`config.mk`:
```
export PLATFORM = sky130hd
export DESIGN_NAME = serial_operand_feeder
export DESIGN_NICKNAME = d
export VERILOG_FILES = /design/src/rtl/serial_add_pkg.sv /design/src/rtl/serial_operand_feeder.sv
export SDC_FILE = /design/constraint.sdc
export NUM_CORES = 1
export LEC_CHECK = 0
export CORE_MARGIN = 4
export CORE_UTILIZATION = 50
export DETAILED_ROUTE_END_ITERATION = 7
export PLACE_DENSITY = 0.85
export SLEW_MARGIN = 10
export SYNTH_ARGS = -nofsm -noshare
export SYNTH_HDL_FRONTEND = slang
export SYNTH_SLANG_ARGS = --single-unit
```
`constraint.sdc`:
```
create_clock -name clk -period 4.3 [get_ports clk]
set_clock_uncertainty 0.2 [all_clocks]
set_input_delay 0.43 -clock clk [delete_from_list [all_inputs] [get_ports clk]]
set_output_delay 0.43 -clock clk [all_outputs]
set_load 0.03 [all_outputs]
```
`src/rtl/serial_add_pkg.sv`:
```
// Shared types for the bit-serial adder datapath: feeder FSM states and default operand width.
package serial_add_pkg;

  typedef enum logic {S_IDLE, S_SHIFT} feeder_state_t;

  localparam int SERIAL_DEFAULT_WIDTH = 8;

endpackage

```
`src/rtl/serial_operand_feeder.sv`:
```
// Streams WIDTH-bit operand pairs LSB-first, one bit pair per beat, with first/last framing and back-pressure.
// Optional SERIAL_FEEDER_ZERO_SKIP_EN ends a word once all remaining upper bits of both operands are zero.
module serial_operand_feeder
  import serial_add_pkg::*;
#(
  parameter int WIDTH = SERIAL_DEFAULT_WIDTH
) (
  input  logic             clk,
  input  logic             rst,
  input  logic             in_valid,
  output logic             in_ready,
  input  logic [WIDTH-1:0] op_a,
  input  logic [WIDTH-1:0] op_b,
  output logic             a,
  output logic             b,
  output logic             out_valid,
  output logic             out_first,
  output logic             out_last,
  input  logic             out_ready,
  output logic             busy
);

  localparam int            CW       = $clog2(WIDTH);
  localparam logic [CW-1:0] CNT_LAST = CW'(WIDTH - 1);

  feeder_state_t    state_q, state_d;
  logic [WIDTH-1:0] sh_a_q, sh_a_d;
  logic [WIDTH-1:0] sh_b_q, sh_b_d;
  logic [CW-1:0]    cnt_q, cnt_d;
  logic             last_beat;
  logic             accept;
  logic             consume;

  assign out_valid = (state_q == S_SHIFT);
  assign busy      = out_valid;
  assign a         = sh_a_q[0];
  assign b         = sh_b_q[0];

`ifdef SERIAL_FEEDER_ZERO_SKIP_EN
  assign last_beat = (cnt_q == CNT_LAST) ||
                     ((sh_a_q[WIDTH-1:1] == '0) && (sh_b_q[WIDTH-1:1] == '0));
`else
  assign last_beat = (cnt_q == CNT_LAST);
`endif

  // Framing is qualified by SHIFT so IDLE (cnt==0) never shows a stray first flag.
  assign out_first = out_valid && (cnt_q == '0);
  assign out_last  = out_valid && last_beat;

  // out_ready feeds in_ready directly so the next word loads on the final shift edge.
  assign in_ready  = !out_valid || (out_ready && last_beat);
  assign accept    = in_valid && in_ready;
  assign consume   = out_valid && out_ready;

  always_comb begin
    state_d = state_q;
    sh_a_d  = sh_a_q;
    sh_b_d  = sh_b_q;
    cnt_d   = cnt_q;
    if (accept) begin
      state_d = S_SHIFT;
      sh_a_d  = op_a;
      sh_b_d  = op_b;
      cnt_d   = '0;
    end else if (consume) begin
      sh_a_d = {1'b0, sh_a_q[WIDTH-1:1]};
      sh_b_d = {1'b0, sh_b_q[WIDTH-1:1]};
      if (last_beat) begin
        state_d = S_IDLE;
        cnt_d   = '0;
      end else begin
        cnt_d = cnt_q + 1'b1;
      end
    end
  end

  always_ff @(posedge clk or posedge rst) begin
    if (rst) begin
      state_q <= S_IDLE;
      sh_a_q  <= '0;
      sh_b_q  <= '0;
      cnt_q   <= '0;
    end else begin
      state_q <= state_d;
      sh_a_q  <= sh_a_d;
      sh_b_q  <= sh_b_d;
      cnt_q   <= cnt_d;
    end
  end

endmodule

```
Word level (Yosys, flattened, before mapping)
Cells that the tools add are included.
{"block": "totals", "regBits": 20, "input_bits": 20, "output_inout_bits": 7, "elab_cells": 27}
{"block": "op_classes", "addsub": 1, "eq_ne": 1, "muxes": 10, "n_reduce_logical": 11}
{"cell": "two-way mux 8 bit", "count": 4}
{"cell": "two-way mux 3 bit", "count": 3}
{"cell": "logical AND 1 bit", "count": 5}
{"cell": "nonzero test 2 bit", "count": 2}
{"cell": "adder 3 x 1 -> 3 bit, second input constant", "count": 1}
{"cell": "equality test 3 bit, second input constant", "count": 1}
{"cell": "zero test 3 bit", "count": 1}
{"cell": "two-way mux 1 bit", "count": 3}
{"cell": "AND reduction 2 bit", "count": 1}
{"cell": "zero test 1 bit", "count": 1}
{"cell": "logical OR 1 bit", "count": 1}

Depth between registers and ports, before layout
{"block": "logic_depth", "ltp_word": 6, "mapped_depth": 6, "mapped_depth_nobuf": 5}

Worst setup path before layout
Ideal clock, no wire load.
{"block": "synth_timing", "path_type": "reg-to-output", "startpoint": "register state_q (netlist: busy)", "endpoint": "output out_last", "t_arrival_ns": 1.341, "required_ns": 3.670, "path_slack_ns": 2.329, "stages_incl_launch_ff": 5, "n_path_buf": 3, "cell_sequence": "dfrtp_1 buf_4 buf_4 buf_2 and2_1"}
{"block": "synth_between", "elab_chain_cells": 1}
{"item": "from (decl)", "line": "serial_operand_feeder.sv:26", "rtl": "feeder_state_t state_q, state_d;"}
{"item": "from (signal assigned)", "line": "serial_operand_feeder.sv:84", "rtl": "state_q <= state_d;"}
{"item": "logical AND 1 bit", "line": "serial_operand_feeder.sv:48", "rtl": "assign out_last = out_valid && last_beat;"}
{"item": "to (decl)", "line": "serial_operand_feeder.sv:18", "rtl": "output logic out_last,"}
No other way between the ends.

Worst setup path in the final report
{"block": "layout_timing", "startpoint": "input out_ready", "endpoint": "output in_ready"}
{"block": "layout_between", "elab_chain_cells": 2}
{"item": "from (decl)", "line": "serial_operand_feeder.sv:19", "rtl": "input logic out_ready,"}
{"item": "logical AND 1 bit", "line": "serial_operand_feeder.sv:51", "rtl": "assign in_ready = !out_valid || (out_ready && last_beat);"}
{"item": "logical OR 1 bit", "line": "serial_operand_feeder.sv:51"}
{"item": "to (decl)", "line": "serial_operand_feeder.sv:11", "rtl": "output logic in_ready,"}
No other way between the ends.

==> metrics <==
most frequent standard cell in the layout excluding fill and tap cells=sky130_fd_sc_hd__clkdlybuf4s50_1; residual overflow from global routing=0; type of element capturing the critical path=output port; maximum root-to-sink buffer count=2; count of input and output buffers=26; Vias/cell=a little under 6; critical-path cell with the highest stage delay=sky130_fd_sc_hd__clkdlybuf4s50_1; RSZ-0062 raised after global routing=no; area added between synthesis and finish=20.0%; Die Area=approximately 3500 um^2; Root Buffer Master=sky130_fd_sc_hd__clkbuf_4; dpl cells=172; drt initial violations=40; critical path cell sequence=clkdlybuf4s50_1 > nand2_1 > nand2_1 > clkdlybuf4s50_1; total DRC errors in the routed layout=0; floorplan core area=approximately 2500 um^2; Layout Cells excl Fill=approximately 180; max-cap violations=0; path type of the worst min-delay path=register to register; FP Rows=18; CP peak stage delay=about 980 ps; cts hold-fix bufs=0; startpoint class of the critical path=primary input; clock transition time at the flip-flop clock pins of the worst setup and hold paths=100 ps; initial core utilization=between 50% and 60%; Leakage=0.747 nW; placed cell areas=around 1500 um^2; final core occ=between 60% and 70%; critical path's top delay family=buffers and inverters; Place WS=about 1300 ps; required time at the worst-slack endpoint=3670 ps; commonest cells after routing, fill and taps aside=sky130_fd_sc_hd__clkdlybuf4s50_1 (26), sky130_fd_sc_hd__dfrtp_1 (20), sky130_fd_sc_hd__nand2b_1 (16); transition time of the tightest slew-check pin=about 910 ps; area of the mapped netlist=1310 um^2; Final Hold Slack=approximately 330 ps; sink of the worst hold path=sh_b_q[7]; synthesized net count=about 150; number of warning messages in the yosys log=0; sum of buffers and inverters on the critical path=2; count of buffers added by post-CTS timing repair for setup=0; insertion delay of the later-clocked pin in the worst-skew pair=300 ps; FF-to-FF End=sh_a_q[4]; wire length of the first global-routing pass=around 4600 um; number of storage elements in the synthesis netlist=20; maximum number of pins on one net before global-route repair=24; Layout Cell Area excl Fill=around 1600 um^2; data arrival at the endpoint of the critical path=around 2400 ps; logic depth of the worst setup path including buffers=4; number of nets still failing antenna checks after routing=0; number of H-tree levels=1; Final Max Slew Viols=0; final wirelength=about 2700 um; Post-synth EDFFs=0; mean cell area of the mapped netlist=10.4 um^2; path depth of the worst reg2reg path=5; worst reg2reg setup slack=2470 ps; highest attainable clock frequency=about 330 MHz; Worst IR Drop VDD=around 0.32 mV; number of buffers created by CTS=3; WS Path Type=primary input to output port; Distinct cells, synth=27; cell depth of the worst hold path=1; number of instances in the synthesized netlist=between 100 and 150; average wire per standard cell=~15 um; number of vias in the routed layout=about 1000; beginning of the worst register-to-register path=cnt_q[0]; proportion of layout cells with a drive suffix above 1=between 10% and 20%; max_slew headroom=a little under 40%; TritonCTS clock tree=done; clock net sink count=20; largest fanout on the critical path=23; all-layer global routing usage=between 15 and 20%; number of antenna violations at the first check in global routing=0; detailed-routing iteration count for the pre-antenna-repair pass=4; Final Hold Vio Count=0; run status=finished, final reports clean; fraction of the yosys area taken by sequential cells=around two fifths; endpoints failing setup=0; async set-or-reset flop fraction in the synthesized netlist=between 90% and 100%; Setup TNS=0 ps; cts repair resizes=0; most common flop cell mapped by yosys=sky130_fd_sc_hd__dfrtp_1; power density over the cells=about 450 nW/um^2; x dimension of the die=around 59 um; final RePlAce weighted congestion=between 0.7 and 0.8; Period Utilization, post-route=70.1%; final worst path period need=roughly 3000 ps; Chip Height=59.1 um; placed wire-length estimate after detailed placement=around 1900 um; total I/O pin count=27; antenna cells=0; setup ws final=roughly 1300 ps; via count of the first global-routing pass=between 1000 and 1500; hold path startpoint=sh_b_q[7]; post-layout total power=0.712 mW; Net count, final=170
## registers in the layout, summed over array words and instances (netlist names)
signal,cells
busy,1
cnt_q,3
sh_a_q,8
sh_b_q,8
## cell usage after synthesis (2+ instances only)
master | number | share of area [%]
sky130_fd_sc_hd__a21oi_1 | 14 | 5.4
sky130_fd_sc_hd__a32o_1 | 2 | 1.5
sky130_fd_sc_hd__buf_2 | 4 | 1.5
sky130_fd_sc_hd__buf_4 | 3 | 1.7
sky130_fd_sc_hd__buf_6 | 3 | 2.6
sky130_fd_sc_hd__dfrtp_1 | 20 | 38
sky130_fd_sc_hd__ha_1 | 3 | 2.9
sky130_fd_sc_hd__inv_1 | 4 | 1.1
sky130_fd_sc_hd__mux2_2 | 6 | 5.2
sky130_fd_sc_hd__mux2_4 | 5 | 5.7
sky130_fd_sc_hd__mux2i_1 | 14 | 11
sky130_fd_sc_hd__nand2_1 | 2 | 0.57
sky130_fd_sc_hd__nand2b_1 | 16 | 7.7
sky130_fd_sc_hd__nor2b_1 | 2 | 0.96
sky130_fd_sc_hd__o21ai_0 | 2 | 0.77
sky130_fd_sc_hd__o22ai_1 | 14 | 6.7
sky130_fd_sc_hd__o31ai_1 | 2 | 1.1
## worst register-to-register path: cells and delay by family (launching register included)
| kind | cells | cell delay [ps] |
|---|---|---|
| adders and majority gates | 2 | 470 |
| DFF | 1 | 420 |
| muxes | 1 | 260 |
| and+or+nand+nor | 1 | 250 |
| AOI/OAI and AO/OA | 1 | 90 |
## routing by layer
| layer | up-vias | part of all wire [%] | GRT usage (%) | routed length [um] |
|---|---|---|---|---|
| li1 | 501 | - | - | - |
| met1 | 507 | 45 | 20.4 | 1210 |
| met2 | 28 | 50 | 31.1 | 1350 |
| met3 | 4 | 3.7 | 1.96 | 99 |
| met4 | 0 | 1.0 | 4.85 | 28 |
| met5 | - | 0 | 0 | 0 |
## worst max-delay path by stage
stage              start        to  slack [ps]
6_report       out_ready  in_ready        1280
3_3_place_gp   out_ready  in_ready        1340
4_1_cts        out_ready  in_ready        1270
2_1_floorplan       busy  out_last        2330
3_5_place_dp   out_ready  in_ready        1290
5_1_grt        out_ready  in_ready        1190
## cells by family after synthesis
kind of cell | synth area share [%]
fa+ha+maj | 2.87
mux | 21.6
compound gates | 16.5
flops | 38.3
simple gates | 13.4
buf+inv | 7.28
## layout make-up
class | count | area [um^2]
Clock buffer | 4 | 36.3
Fill cell | 206 | 910
Inverter | 4 | 15.0
Multi-Input combinational cell | 91 | 711
Sequential cell | 20 | 500
Tap cell | 30 | 37.5
Timing Repair Buffer | 27 | 268
## power breakdown
group | switching [mW] | total (mW) | internal, mW
sequential | 0.0435 | 0.292 | 0.248
clock | 0.0559 | 0.108 | 0.0517
combinational | 0.149 | 0.313 | 0.165
(Power assumes the default switching activity.)
